## src/rtl/st_unit.sv

```systemverilog
// st_unit: store unit driving word/byte writes to data memory over req/ack; byte stores use RMW unless ST_BYTE_MASK_EN.
// Latency (zero-wait memory): word store done 2 cycles after start, RMW byte store 3; ST_BYTE_MASK_EN makes byte = word.
// Backpressure: memory stalls by withholding mem_ack (bounded by TO_CYCLES); start is ignored while busy, never queued.
module st_unit #(
  parameter int ADDR_W    = 8,
  parameter int TO_CYCLES = 16
) (
  input  logic              clk,
  input  logic              rst_n,
  input  logic              start,
  input  logic [15:0]       ins,
  input  logic [15:0]       A_in,
  input  logic [15:0]       B_in,
  output logic              busy,
  output logic              done,
  output logic              err,
  output logic              mem_req,
  output logic              mem_we,
  output logic [ADDR_W-1:0] mem_addr,
  output logic [15:0]       mem_wdata,
  output logic [1:0]        mem_be,
  input  logic [15:0]       mem_rdata,
  input  logic              mem_ack
);

  localparam int CNT_W = (TO_CYCLES < 2) ? 1 : $clog2(TO_CYCLES + 1);

  typedef enum logic [1:0] {IDLE, RD, WR, DONE} state_t;

  state_t            state, state_nxt;
  logic [15:0]       src_q, src_nxt;
  logic              hi_q, hi_nxt;
  logic [CNT_W-1:0]  cnt_q, cnt_nxt;
  logic              timeout;

  logic              req_nxt, we_nxt, done_nxt, err_nxt;
  logic [ADDR_W-1:0] addr_nxt;
  logic [15:0]       wdata_nxt;
  logic [1:0]        be_nxt;
  logic [15:0]       src_in;

  logic              unused_ins;
  assign unused_ins = ^{ins[15:12], ins[8]};

  assign src_in  = ins[11] ? B_in : A_in;
  assign busy    = (state != IDLE);
  // The last waiting cycle of a request is the one where the counter already reads TO_CYCLES-1.
  assign timeout = (TO_CYCLES != 0) && (cnt_q == CNT_W'(TO_CYCLES - 1));

  always_comb begin
    state_nxt = state;
    src_nxt   = src_q;
    hi_nxt    = hi_q;
    cnt_nxt   = cnt_q;
    req_nxt   = mem_req;
    we_nxt    = mem_we;
    addr_nxt  = mem_addr;
    wdata_nxt = mem_wdata;
    be_nxt    = mem_be;
    done_nxt  = 1'b0;
    err_nxt   = 1'b0;

    case (state)
      IDLE: begin
        if (start) begin
          src_nxt  = src_in;
          hi_nxt   = ins[9];
          cnt_nxt  = '0;
          req_nxt  = 1'b1;
          addr_nxt = ins[ADDR_W-1:0];
          if (!ins[10]) begin
            state_nxt = WR;
            we_nxt    = 1'b1;
            wdata_nxt = src_in;
            be_nxt    = 2'b11;
          end else begin
`ifdef ST_BYTE_MASK_EN
            state_nxt = WR;
            we_nxt    = 1'b1;
            wdata_nxt = {src_in[7:0], src_in[7:0]};
            be_nxt    = ins[9] ? 2'b10 : 2'b01;
`else
            state_nxt = RD;
            we_nxt    = 1'b0;
            wdata_nxt = '0;
            be_nxt    = 2'b11;
`endif
          end
        end
      end

      RD: begin
        if (mem_ack) begin
          // Merge happens straight into the write-data register; it doubles as the read capture.
          state_nxt = WR;
          cnt_nxt   = '0;
          we_nxt    = 1'b1;
          be_nxt    = 2'b11;
          wdata_nxt = hi_q ? {src_q[7:0], mem_rdata[7:0]} : {mem_rdata[15:8], src_q[7:0]};
        end else if (timeout) begin
          state_nxt = DONE;
          req_nxt   = 1'b0;
          we_nxt    = 1'b0;
          addr_nxt  = '0;
          wdata_nxt = '0;
          be_nxt    = '0;
          done_nxt  = 1'b1;
          err_nxt   = 1'b1;
        end else begin
          cnt_nxt = cnt_q + CNT_W'(1);
        end
      end

      WR: begin
        if (mem_ack || timeout) begin
          state_nxt = DONE;
          req_nxt   = 1'b0;
          we_nxt    = 1'b0;
          addr_nxt  = '0;
          wdata_nxt = '0;
          be_nxt    = '0;
          done_nxt  = 1'b1;
          err_nxt   = !mem_ack;
        end else begin
          cnt_nxt = cnt_q + CNT_W'(1);
        end
      end

      DONE: begin
        state_nxt = IDLE;
      end

      default: begin
        state_nxt = IDLE;
        req_nxt   = 1'b0;
        we_nxt    = 1'b0;
      end
    endcase
  end

  always_ff @(posedge clk or negedge rst_n) begin
    if (!rst_n) begin
      state     <= IDLE;
      src_q     <= '0;
      hi_q      <= 1'b0;
      cnt_q     <= '0;
      mem_req   <= 1'b0;
      mem_we    <= 1'b0;
      mem_addr  <= '0;
      mem_wdata <= '0;
      mem_be    <= '0;
      done      <= 1'b0;
      err       <= 1'b0;
    end else begin
      state     <= state_nxt;
      src_q     <= src_nxt;
      hi_q      <= hi_nxt;
      cnt_q     <= cnt_nxt;
      mem_req   <= req_nxt;
      mem_we    <= we_nxt;
      mem_addr  <= addr_nxt;
      mem_wdata <= wdata_nxt;
      mem_be    <= be_nxt;
      done      <= done_nxt;
      err       <= err_nxt;
    end
  end

endmodule

```

## config.mk

```make
export PLATFORM = sky130hd
export DESIGN_NAME = st_unit
export DESIGN_NICKNAME = d
export VERILOG_FILES = /design/src/rtl/st_unit.sv
export SDC_FILE = /design/constraint.sdc
export NUM_CORES = 1
export LEC_CHECK = 0
export ABC_AREA = 1
export BUFFER_PORTS_ARGS = -buffer_cell sky130_fd_sc_hd__buf_4
export CAP_MARGIN = 5
export CELL_PAD_IN_SITES_DETAIL_PLACEMENT = 0
export CELL_PAD_IN_SITES_GLOBAL_PLACEMENT = 1
export CORE_ASPECT_RATIO = 0.75
export CORE_MARGIN = 2
export CORE_UTILIZATION = 34
export CTS_CLUSTER_SIZE = 40
export DETAILED_ROUTE_END_ITERATION = 8
export PLACE_DENSITY_LB_ADDON = 0.1
export SYNTH_ARGS = -nofsm -noshare
export SYNTH_HDL_FRONTEND = slang
export SYNTH_SLANG_ARGS = --single-unit
export TNS_END_PERCENT = 10
```

## constraint.sdc

```tcl
create_clock -name clk -period 2 [get_ports clk]
set_input_delay 0.3 -clock clk [delete_from_list [all_inputs] [get_ports clk]]
set_output_delay 0.3 -clock clk [all_outputs]
set_load 0.005 [all_outputs]
```

==> out/results.ini <==
[finish]
mostFrequentLayoutCells=nand2_1, buf_4, inv_1
final_common_cell=nand2_1
layout-drive-gt1-share_pct=29.00
antenna-diode-count=0
final_nets=536
fin_area_um2=3598
area_growth_pct=34.58
final_cells=563

[route]
vias=2452
routedWlPerCell_um=11.91
drc_errors=0
ant_nets=0
drt_wl_total_um=6708
vias_per_cell=4.355
drtIter0Drc=92
drt_pass1_iterations=4

[sta]
holdWs_ns=-0.008133
drv_slew=0
slew_headroom_pct=60.62
worstMarginPinSlew_ns=0.5908
final.setup.worst_slack_ns=0.2047
skew_ns=0.002856
finalCriticalPeriod_ns=1.795
fmax_ghz=0.5570
finalHoldViolCount=3
period_share_pct=89.77
setup_viol=0

[floorplan]
die_h_um=80.80
floorplan.initialDensity_pct=35.81
ios=99
core_um2=7466
dieArea_um2=8597
rows=27
die_w_um=106.4

[setup_path]
cp-startpoint=state[0]
cpMaxStageDelayCell=dfrtp_1
cp-end-kind=flip-flop
crit_type=flip-flop to flip-flop
cp_slowest_stage_delay_ns=0.41
worstPathCellList=inv_1 > ha_2 > nor2_8 > inv_1 > o21ai_0 > nand2_1 > nand2_1
arrival_ns=2.04
r2r_cells=7
start_kind=flip-flop
worst_ep_required_time_ns=2.24
worstPathMaxFanout=10
reg2reg_from=state[0]

[power]
power_frac_clock_pct=15.3
combinationalPowerShare_pct=54.0
power_switching_mw=2.026
p_int_mw=2.684
fin_total_pwr_mw=4.710
sw_frac_of_total_pct=43.01
power.leakage_nw=2.012
ir_drop_v=0.0004581
seqPwrFrac_pct=30.7
powerDensity_nw_per_um2=1309

[logic_synthesis]
ys_types=26
seq_area_frac_synth_pct=42.12
yosysWarnings=0
syn_inst=366
syn_area_um2=2674
synthTopCellsByArea=dfrtp_1, nand2_1, o21ai_0
yosysTopAreaCell=dfrtp_1
synth_top_cell_area_share_pct=42.12
synth_nets=441
post_synth.cell_area_avg_um2=7.306
ys_seq_elements=45

[clock_network]
cts_buffers=5
cts-root-buf=clkbuf_8
clock_sinks=45
cts_tree=done
cts_max_level=2
clock_latency_ns=0.29
clk_pin_slew_ns=0.09
clockBufferDepth=2

[grt]
grt.overflow.total=0
grt_pass1_wl_um=11170
grt_usage_pct=16.61
grt_use_met2_pct=26.35
grt_max_degree=46
antenna_found_initial=0
grt_pass1_vias=2348
met3_usage_pct=3.772
busiest_layer=met2
use_met1_pct=23.39

[placement]
placed_area_um2=3437
dpl_worst_slack_ns=0.1044
hpwl_um=5003
place_congestion=0.7571
dp.cells=551
port_buffers=93

[status]
violations=hold timing
status=finished with violations

[job]
drv_cap=0

[hold_path]
hold_path.class=input pin to async pin

-- power by group through the flow --
| stage | Combinational, mW | Clock, mW | Sequential (mW) |
|---|---|---|---|
| floorplan | 1.73 | 0 | 1.42 |
| global placement | 2.44 | 0 | 1.46 |
| detailed placement | 2.46 | 0 | 1.47 |
| CTS | 2.47 | 0.756 | 1.45 |
| global route | 2.90 | 0.790 | 1.50 |
| finish | 2.54 | 0.723 | 1.45 |
-- synthesized netlist by cell type, drive strengths merged --
master / instances
mux2: 1
buf: 10
nand2: 170
clkbuf: 3
nand4: 1
o211ai: 8
o21ai: 53
dfrtp: 45
nor2: 10
ha: 7
xor2: 1
inv: 51
a21oi: 1
nand3: 5
-- kinds of logic after synthesis --
logic type               after synthesis  share of synthesized area [%]
multiplexers                           1                         0.4211
buffers and inverters                 64                          10.86
XOR/XNOR                               1                         0.3276
AND/OR/NAND/NOR                      186                          29.39
adder cells (fa/ha/maj)                7                          3.275
flip-flops                            45                          42.12
AO/OA/AOI/OAI                         62                          13.62
-- critical path, delay by kind of cell, from the launching register on --
kind,cells,cell delay (ns)
flip-flops,1,0.41
adder cells (fa/ha/maj),1,0.38
buffers and inverters,2,0.32
AND/OR/NAND/NOR,3,0.37
AO/OA/AOI/OAI,1,0.26
-- path summary, 6_finish.rpt --
check / to / slack (ns)
max in group asynchronous: mem_addr[6] / 1.60
worst max-delay path: mem_wdata[4] / 0.20
worst min-delay path: src_q[3] / -0.008
min in group clk: hi_q / 0.25
worst max register to register: mem_wdata[4] / 0.20
worst min register to register: mem_wdata[11] / 0.47
-- area by class of cell --
type	count	area [um^2]
fill	804	3867
multi-input combinational	257	1269
sequential	45	1126
timing repair buffer	101	758.2
inverter	51	198.9
tap	101	126.4
clock buffer	6	82.58
clock inverter	2	37.54
-- per-layer routing --
layer / routed length, um / part of all wire (%)
met1: 3498 / 52
met2: 2783 / 41
met3: 383 / 5.7
met4: 42 / 0.63
met5: 0 / 0
-- metrics by stage --
step	setup TNS [ns]	utilization [%]	hold slack, ns
finish	0	48.20	-0.008133
detailed placement	0	46.04	0.3524
CTS	0	47.65	0.02403
global placement	0	46.04	0.3554
global route	-0.004597	48.20	0.04942
floorplan	0	-	0.004409
-- repair_timing --
action	CTS	global route
setup endpoints to repair	0	20
buffers inserted	0	4
resized for setup	0	3
hold buffers	0	0
-- sequential cells by signal, summed over array words and instances, names as in the netlist --
signal / flops
mem_wdata: 16
mem_addr: 8
src_q: 8
cnt_q: 5
state: 2
done: 1
err: 1
hi_q: 1
mem_be: 1
mem_req: 1
mem_we: 1
Power figures use the tool's default switching activity.
